==> src/rtl/ddr3_read_unpack_pkg.sv <==
// Shared DDR3 read/write data-path constants and serialiser types.
// The beat geometry is also used by the write-data packer, so keep it here.
package ddr3_read_unpack_pkg;

    localparam int DDR3_BEAT_BITS = 128;
    localparam int BYTES_PER_BEAT = 16;
    localparam int AXIS_BYTE_BITS = 8;
    localparam int BYTE_CNT_BITS  = $clog2(BYTES_PER_BEAT);
    localparam int RD_ENTRY_BITS  = DDR3_BEAT_BITS + 1;

    localparam logic [BYTE_CNT_BITS-1:0] LAST_BYTE_IDX = BYTE_CNT_BITS'(BYTES_PER_BEAT - 1);

    // One buffered read beat; 'last' marks the final beat of a frame.
    typedef struct packed {
        logic                      last;
        logic [DDR3_BEAT_BITS-1:0] data;
    } rd_entry_t;

    typedef enum logic {
        ST_IDLE = 1'b0,
        ST_SEND = 1'b1
    } ser_state_t;

endpackage

==> src/rtl/ddr3_read_unpack_fifo.sv <==
// Small synchronous FIFO with flop-array storage and full/empty flags.
// The head word is always presented on o_rd_data (no fall-through from the
// write port), so data written on one edge is poppable on the next edge.
// A write while full succeeds when a pop happens on the same edge.
module sync_fifo #(
    parameter int WIDTH      = 129,
    parameter int DEPTH_BITS = 2
) (
    input  logic             i_clock,
    input  logic             i_reset_n,
    input  logic             i_wr_en,
    input  logic [WIDTH-1:0] i_wr_data,
    input  logic             i_rd_en,
    output logic [WIDTH-1:0] o_rd_data,
    output logic             o_full,
    output logic             o_empty
);

    localparam int DEPTH = 1 << DEPTH_BITS;

    logic [WIDTH-1:0]    r_mem [DEPTH];
    logic [DEPTH_BITS:0] r_wr_ptr;
    logic [DEPTH_BITS:0] r_rd_ptr;
    logic                w_do_rd;
    logic                w_do_wr;

    // Extra pointer MSB separates the full case from the empty case.
    assign o_empty = (r_wr_ptr == r_rd_ptr);
    assign o_full  = (r_wr_ptr[DEPTH_BITS] != r_rd_ptr[DEPTH_BITS]) &&
                     (r_wr_ptr[DEPTH_BITS-1:0] == r_rd_ptr[DEPTH_BITS-1:0]);

    assign w_do_rd = i_rd_en & ~o_empty;
    assign w_do_wr = i_wr_en & (~o_full | w_do_rd);

    assign o_rd_data = r_mem[r_rd_ptr[DEPTH_BITS-1:0]];

    // Storage array; contents need no reset since the pointers gate visibility.
    always_ff @(posedge i_clock) begin
        if (w_do_wr) begin
            r_mem[r_wr_ptr[DEPTH_BITS-1:0]] <= i_wr_data;
        end
    end

    // Read/write pointers.
    always_ff @(posedge i_clock) begin
        if (!i_reset_n) begin
            r_wr_ptr <= '0;
            r_rd_ptr <= '0;
        end else begin
            if (w_do_wr) begin
                r_wr_ptr <= r_wr_ptr + 1'b1;
            end
            if (w_do_rd) begin
                r_rd_ptr <= r_rd_ptr + 1'b1;
            end
        end
    end

endmodule

==> src/rtl/ddr3_read_unpack.sv <==
// DDR3 read-return stage: buffers 128-bit read beats and serialises them
// MSB-first onto an 8-bit AXI4-Stream, issuing read credits to the scheduler.
//
// Serialiser states:
//   state   | meaning
//   --------+-----------------------------------------------------------
//   ST_IDLE | shifter empty, m_tvalid low, waiting for a buffered beat
//   ST_SEND | shifter holds a beat, presenting byte r_cnt on the stream
module ddr3_read_unpack
    import ddr3_read_unpack_pkg::*;
#(
    parameter int DEPTH_BITS = 2,
    parameter int DATA_WIDTH = 128,
    parameter int AXIS_WIDTH = 8
) (
    input  logic                  i_clock,
    input  logic                  i_reset_n,
    input  logic                  i_rq_issue,
    output logic [DEPTH_BITS:0]   o_rd_space,
    input  logic                  i_dr_valid,
    input  logic                  i_dr_last,
    input  logic [DATA_WIDTH-1:0] i_dr_data,
    output logic                  o_m_tvalid,
    input  logic                  i_m_tready,
    output logic                  o_m_tlast,
    output logic [AXIS_WIDTH-1:0] o_m_tdata,
    output logic                  o_err_ovf,
    output logic                  o_err_cred
);

    localparam logic [DEPTH_BITS:0] SPACE_MAX = {1'b1, {DEPTH_BITS{1'b0}}};

    // Credit state.
    logic [DEPTH_BITS:0]        r_rd_space;
    logic [DEPTH_BITS:0]        w_space_next;
    logic                       w_issue_ok;

    // FIFO interface.
    rd_entry_t                  w_wr_entry;
    rd_entry_t                  w_head;
    logic                       w_fifo_full;
    logic                       w_fifo_empty;

    // Serialiser state.
    ser_state_t                 r_state;
    ser_state_t                 w_state_next;
    logic [DDR3_BEAT_BITS-1:0]  r_shift;
    logic                       r_last;
    logic [BYTE_CNT_BITS-1:0]   r_cnt;
    logic                       w_accept;
    logic                       w_final;
    logic                       w_load;

    // Sticky error flags.
    logic                       r_err_ovf;
    logic                       r_err_cred;

    assign w_wr_entry.last = i_dr_last;
    assign w_wr_entry.data = i_dr_data;

    sync_fifo #(
        .WIDTH      (RD_ENTRY_BITS),
        .DEPTH_BITS (DEPTH_BITS)
    ) u_fifo (
        .i_clock   (i_clock),
        .i_reset_n (i_reset_n),
        .i_wr_en   (i_dr_valid),
        .i_wr_data (w_wr_entry),
        .i_rd_en   (w_load),
        .o_rd_data (w_head),
        .o_full    (w_fifo_full),
        .o_empty   (w_fifo_empty)
    );

    // A load either fills an idle shifter or chains onto the final byte
    // handshake, which is what keeps back-to-back beats bubble-free.
    assign w_accept = (r_state == ST_SEND) & i_m_tready;
    assign w_final  = w_accept & (r_cnt == LAST_BYTE_IDX);
    assign w_load   = ~w_fifo_empty & ((r_state == ST_IDLE) | w_final);

    // Serialiser next-state.
    always_comb begin
        w_state_next = r_state;
        case (r_state)
            ST_IDLE: begin
                if (w_load) begin
                    w_state_next = ST_SEND;
                end
            end
            ST_SEND: begin
                if (w_final && !w_load) begin
                    w_state_next = ST_IDLE;
                end
            end
            default: w_state_next = ST_IDLE;
        endcase
    end

    // Serialiser state register.
    always_ff @(posedge i_clock) begin
        if (!i_reset_n) begin
            r_state <= ST_IDLE;
        end else begin
            r_state <= w_state_next;
        end
    end

    // Shifter and byte counter; the outgoing byte is always the top byte.
    always_ff @(posedge i_clock) begin
        if (!i_reset_n) begin
            r_shift <= '0;
            r_last  <= 1'b0;
            r_cnt   <= '0;
        end else if (w_load) begin
            r_shift <= w_head.data;
            r_last  <= w_head.last;
            r_cnt   <= '0;
        end else if (w_accept) begin
            r_shift <= r_shift << AXIS_BYTE_BITS;
            r_cnt   <= r_cnt + 1'b1;
        end
    end

    assign o_m_tvalid = (r_state == ST_SEND);
    assign o_m_tdata  = r_shift[DDR3_BEAT_BITS-1 -: AXIS_BYTE_BITS];
    assign o_m_tlast  = o_m_tvalid & r_last & (r_cnt == LAST_BYTE_IDX);

    // Credits: an issue with no credit left is refused; a pop returns one
    // credit but never beyond the FIFO depth, since beats can also arrive
    // without a prior reservation.
    assign w_issue_ok = i_rq_issue & (r_rd_space != '0);

    // Credit next-value.
    always_comb begin
        w_space_next = r_rd_space;
        case ({w_load, w_issue_ok})
            2'b10: begin
                if (r_rd_space != SPACE_MAX) begin
                    w_space_next = r_rd_space + 1'b1;
                end
            end
            2'b01:   w_space_next = r_rd_space - 1'b1;
            default: w_space_next = r_rd_space;
        endcase
    end

    // Credit register.
    always_ff @(posedge i_clock) begin
        if (!i_reset_n) begin
            r_rd_space <= SPACE_MAX;
        end else begin
            r_rd_space <= w_space_next;
        end
    end

    assign o_rd_space = r_rd_space;

    // Sticky errors; an overflow only counts when no pop frees a slot this edge.
    always_ff @(posedge i_clock) begin
        if (!i_reset_n) begin
            r_err_ovf  <= 1'b0;
            r_err_cred <= 1'b0;
        end else begin
            if (i_dr_valid && w_fifo_full && !w_load) begin
                r_err_ovf <= 1'b1;
            end
            if (i_rq_issue && (r_rd_space == '0)) begin
                r_err_cred <= 1'b1;
            end
        end
    end

    assign o_err_ovf  = r_err_ovf;
    assign o_err_cred = r_err_cred;

endmodule
==> config.mk <==
export PLATFORM = sky130hd
export DESIGN_NAME = ddr3_read_unpack
export DESIGN_NICKNAME = d
export VERILOG_FILES = /design/src/rtl/ddr3_read_unpack_pkg.sv /design/src/rtl/ddr3_read_unpack_fifo.sv /design/src/rtl/ddr3_read_unpack.sv
export SDC_FILE = /design/constraint.sdc
export NUM_CORES = 1
export LEC_CHECK = 0
export ABC_AREA = 1
export ABC_CLOCK_PERIOD_IN_PS = 10600
export BUFFER_PORTS_ARGS = -buffer_cell sky130_fd_sc_hd__clkbuf_2
export CAP_MARGIN = 20
export CELL_PAD_IN_SITES_DETAIL_PLACEMENT = 0
export CELL_PAD_IN_SITES_GLOBAL_PLACEMENT = 1
export CORE_UTILIZATION = 49
export DETAILED_ROUTE_END_ITERATION = 16
export GPL_ROUTABILITY_DRIVEN = 1
export PLACE_DENSITY_LB_ADDON = 0.12
export SLEW_MARGIN = 10
export SYNTH_ARGS = -nofsm -noshare
export SYNTH_HDL_FRONTEND = slang
export SYNTH_SLANG_ARGS = --single-unit
==> constraint.sdc <==
create_clock -name i_clock -period 10.6 [get_ports i_clock]
set_clock_uncertainty 0.15 [all_clocks]
set_input_delay 1.59 -clock i_clock [delete_from_list [all_inputs] [get_ports i_clock]]
set_output_delay 1.59 -clock i_clock [all_outputs]
set_load 0.02 [all_outputs]
# [Yosys cells after proc, flatten, opt, wreduce, memory -nomap -nowiden]
# Memories as Yosys holds them, arrays and structs flattened. A register that Yosys moved wholly into a read port is not among the register bits.
# Cells that the tools add are included.
[classes] n_addsub=5 eq_ne=8 n_mux=11 bitwise_logic=14 n_reduce_logical=12
[op_table] op="$mux W128" count=2
[op_table] op="$add A3 B1 Y3 const B" count=3
[op_table] op="$and A1 B1 Y1" count=8
[op_table] op="$pmux W3 S2" count=1
[op_table] op="$logic_and A1 B1 Y1" count=5
[op_table] op="$add A4 B1 Y4 const B" count=1
[op_table] op="$eq A4 B4 Y1 const B" count=1
[op_table] op="$mux W1" count=4
[op_table] op="$mux W2" count=2
[op_table] op="$not A1 Y1" count=4
[op_table] op="$reduce_bool A2 Y1" count=2
[op_table] op="$eq A3 B3 Y1" count=1
[op_table] op="$logic_not A3 Y1" count=1
[op_table] op="$mux W3" count=1
[op_table] op="$ne A3 B3 Y1 const B" count=1
[op_table] op="$reduce_bool A3 Y1" count=1
[op_table] op="$sub A3 B1 Y3 const B" count=1
[op_table] op="$eq A2 B1 Y1 const B" count=1
[op_table] op="$eq A2 B2 Y1" count=1
[op_table] op="$eq A2 B2 Y1 const B" count=1
[op_table] op="$ne A2 B2 Y1 const B" count=1
[op_table] op="$or A1 B1 Y1" count=2
[op_table] op="$pmux W1 S2" count=1
[op_table] op="$reduce_and A2 Y1" count=1
[op_table] op="3 further kinds" count=3
[word_totals] reg_bits=145 ram_bits=516 input_bits=134 out_inout_bits=15 word_cells=60 mem_count=1
[mem_list] memory="u_fifo.r_mem" words=4 width=129 read_ports=1 rd_ports_with_merged_regs=1 wr=1 line="ddr3_read_unpack_fifo.sv:21" text="logic [WIDTH-1:0] r_mem [DEPTH];"

# [Longest topological paths before layout]
[logic_depth] word_depth=9 mapped_depth=14 mapped_depth_nobuf=12

# [Modules after synthesis]
# Synthesis repeated with hierarchy kept, for this count alone.
[hier_totals] cells_unflattened=2162 hier_area_um2=26020.0
[by_module_without_submodules] mod="sync_fifo" instances=1 cells_per_inst=1313 area_per_inst_um2=19566.3 seq_area_each_um2=15655.0
[by_module_without_submodules] mod="ddr3_read_unpack" instances=1 cells_per_inst=849 area_per_inst_um2=6453.7 seq_area_each_um2=2782.7

# [Worst setup path before layout]
# No wires, ideal clock.
[synth_path] path_kind="input-to-reg" startpoint="input port i_m_tready" endpoint="memory u_fifo.r_mem[0][0], enable pin" setup_time_ps=619 arrival_time_ps=7574 t_required_ps=9831 path_slack_ps=2256 stages=6 path_buffers=0 cell_sequence="nand2_2 > o21bai_4 > inv_1 > nand2_1 > nand2_1 > nor2_1"
[synth_between] elab_chain_cells=9
[synth_lines] element="start: declaration" line="ddr3_read_unpack.sv:24" text="input logic i_m_tready,"
[synth_lines] element="$and A1 B1 Y1" line="ddr3_read_unpack.sv:77" text="assign w_accept = (r_state == ST_SEND) & i_m_tready;"
[synth_lines] element="$and A1 B1 Y1" line="ddr3_read_unpack.sv:78" text="assign w_final = w_accept & (r_cnt == LAST_BYTE_IDX);"
[synth_lines] element="$or A1 B1 Y1" line="ddr3_read_unpack.sv:79" text="assign w_load = ~w_fifo_empty & ((r_state == ST_IDLE) | w_final);"
[synth_lines] element="$and A1 B1 Y1" line="ddr3_read_unpack.sv:79"
[synth_lines] element="$and A1 B1 Y1" line="ddr3_read_unpack_fifo.sv:32" text="assign w_do_rd = i_rd_en & ~o_empty;"
[synth_lines] element="$or A1 B1 Y1" line="ddr3_read_unpack_fifo.sv:33" text="assign w_do_wr = i_wr_en & (~o_full | w_do_rd);"
[synth_lines] element="$and A1 B1 Y1" line="ddr3_read_unpack_fifo.sv:33"
[synth_lines] element="$mux W1" line="ddr3_read_unpack_fifo.sv:39" text="if (w_do_wr) begin"
[synth_lines] element="$mux W1 (implied by the code)" line="ddr3_read_unpack_fifo.sv:40" text="r_mem[r_wr_ptr[DEPTH_BITS-1:0]] <= i_wr_data;"
[synth_lines] element="end: declaration" line="ddr3_read_unpack_fifo.sv:21"
# No other way between the ends.

# [Worst setup path in the final report]
[layout_path] startpoint="input port i_m_tready" endpoint="memory u_fifo.r_mem[3][18], enable pin"
# Same word-level chain as after synthesis.

==> metrics.txt <==
number of nets with antenna violations after detailed routing=0; Wirelength per Cell=20.8 um; Syn-to-layout area delta=12.9%; max cap viols=0; antenna violations before repair=10; buffer type at the clock tree root=clkbuf_16; final wirelength=62.8 mm; vias in the first global route=about 16k; final global-route overflow total=0; Avg Inst Size Synth=~12 um2; via-per-instance ratio=between 5 and 6; power density cells=271 nW/um2; Post-Route Setup TNS=0 ns; outcome=completed; TritonCTS sink count=663; Die Footprint=between 50000 and 60000 um2; post-CTS repair timing setup buffer count=0; fraction of layout cells with a size suffix above 1=0.123; post-cts resize count=0; launch point of the worst hold path=o_err_cred; detailed-route via count=roughly 17k; maximum fanout along the worst path=57; clock insertion delay at the later pin of the skew report=0.59 ns; Final setup violation count=0; effective utilization at floorplan=0.499; RSZ-0062 raised after global routing=no; initial DRC count=1234; post-layout min period=4.05 ns; number of buffers inserted by hold repair at cts=0; type of the tightest min-delay check=register to register; share of flip-flops with an asynchronous set or reset after synthesis=0; number of synthesis warnings=0; count of placed standard cells including taps=roughly 2.9k; DRC violation count after routing=0; required time at the endpoint of the critical path=~11 ns; relative max-transition margin=0.278; Final Hold Vio Count=0; CTS tree=yes; Post-synth EDFFs=516; Die Width=232 um; maximum buffer depth of the clock tree=3; post-synth net total=2341; part of the cycle the worst path needs=0.382; CTS Buf Count=70; count of filler cells inserted in the layout=about 4.3k; Routability Congestion=0.745; layout net count=around 2.4k; half-perimeter wire length after detailed placement=35.8 mm; portion of the post-synthesis area used by sequential elements=0.714; post-synthesis instance area=25800 um2; Cell Rows=slightly above 80; global-route wire length before repair=95.9 mm; post-synthesis sequential element count=663; CP Capture Type=register; All-Layer GR Usage=0.238; Die Ht=232 um; Fmax=0.247 GHz; Static Leakage=0.0109 uW; kind of critical path=input pin to register; area of the placeable core=51700 um2; H-tree depth=3; largest vdd supply drop=approximately 150 uV; number of detailed-route iterations in the first pass=6; worst-margin pin slew=1.08 ns; number of top-level pins=149; clock-pin slew reported for the worst setup and hold paths after clock tree synthesis=0.06 ns; launching element of the worst setup path=i_m_tready; Post-Layout Cell Count=a little over 3k; top flip-flop cell by instance count after synthesis=edfxtp_1; Port Buffer Count=148; nature of the critical path startpoint=input pin; maximum number of pins on one net before global-route repair=105; cell count after synthesis=2200; Max Transition Viols Final=0; Distinct cells, synth=30; Data arrival, critical path=4.10 ns
[synthesized netlist by cell type, types with 5 or more instances]
library cell / count / area (um2)
a21oi_1: 18 / 90.1
buf_1: 5 / 18.8
buf_2: 29 / 145
buf_4: 19 / 143
buf_6: 8 / 90.1
clkbuf_1: 101 / 379
dfxtp_1: 147 / 2940
edfxtp_1: 516 / 15500
ha_1: 6 / 75.1
inv_1: 48 / 180
nand2_1: 254 / 953
nand3_1: 92 / 460
nor2_1: 405 / 1520
o211a_1: 74 / 741
o21ai_0: 322 / 1610
o21ai_1: 20 / 100
o22ai_1: 117 / 732
[layer usage]
| layer | wire length, um | up-vias | GRT usage | share of wire |
|---|---|---|---|---|
| met1 | 29200 | 8310 | 0.342 | 0.46 |
| met3 | 3930 | 87 | 0.0488 | 0.063 |
| met4 | 1190 | 6 | 0.0676 | 0.019 |
| met5 | 39 | - | 0 | 0.00062 |
| met2 | 28500 | 392 | 0.367 | 0.45 |
| li1 | - | 8035 | - | - |
[where the power goes]
part / internal, uW / leakage, uW / switching [uW]
clock: 1390 / 0.00108 / 961
sequential: 3140 / 0.00595 / 191
combinational: 693 / 0.00383 / 1520
total: 5220 / 0.0109 / 2670
[critical path: stages]
cell      delay (ns)
clkbuf_2        0.10
nand2_4         0.07
o21bai_4        0.23
inv_1           0.11
nand2_1         0.13
nand2_1         0.29
nor2_4          0.68
buf_4           0.82
[layout by cell type, fill, tap and decap left out, types with 2 or more instances in the layout]
cell,Yosys,routed
a21oi_1,18,18
buf_12,0,2
buf_4,19,24
bufinv_16,0,4
clkbuf_1,101,17
clkbuf_16,0,73
clkbuf_2,1,147
clkbuf_8,0,4
clkinv_1,0,11
clkinv_2,0,12
clkinvlp_4,0,3
dfxtp_1,147,145
dfxtp_4,0,2
diode_2,0,5
edfxtp_1,516,516
ha_1,6,6
inv_1,48,46
inv_2,3,2
inv_4,0,2
inv_6,0,2
nand2_1,254,254
nand3_1,92,92
nand4_1,2,2
nor2_1,405,401
nor2_4,0,4
o211a_1,74,74
o21ai_0,322,322
o21ai_1,20,20
o22ai_1,117,117
xor2_1,3,3
[registers in the layout (all words and copies together) (netlist names), 3 cells and up, named ones only]
register / flops
u_fifo.r_rd_ptr: 3
u_fifo.r_mem: 516
r_cnt: 4
o_rd_space: 3
u_fifo.r_wr_ptr: 3
r_shift: 128
[through the flow]
step / power (uW) / area, um2 / setup slack (ns) / utilization / hold WS, ns
final: 7890 / 29200 / 6.55 / 0.564 / 0.322
after global routing: 8370 / 29200 / 6.35 / 0.564 / 0.348
after CTS: 7980 / 29100 / 6.25 / 0.563 / 0.331
after detailed placement: 5620 / 26900 / 5.64 / 0.520 / 0.316
after global placement: 5570 / 26900 / 5.67 / 0.520 / 0.311
after floorplan: 5030 / 25800 / 2.26 / - / 0.305
[kinds of logic after synthesis]
family	share of synthesized area
fa+ha+maj	0.00368
flops	0.714
compound gates	0.128
buf+inv	0.0376
xor+xnor	0.00136
simple gates	0.115
[final cells by class]
class / count / area, um2 / share of cell area
Multi-Input combinational cell: 1323 / 6470 / 0.222
Antenna cell: 5 / 12.5 / 0.000429
Tap cell: 680 / 851 / 0.0292
Clock inverter: 32 / 262 / 0.00896
Sequential cell: 663 / 18400 / 0.632
Timing Repair Buffer: 174 / 983 / 0.0337
Clock buffer: 94 / 1950 / 0.0667
Inverter: 51 / 201 / 0.00691
[final timing paths]
path	to	slack, ns	cells after the start
setup / recovery	u_fifo.r_mem[3][18]	6.55	8
hold / removal	o_err_cred	0.32	1
setup reg to reg	r_shift[40]	6.81	7
hold reg to reg	o_err_cred	0.32	1
Power figures use the tool's default switching activity.
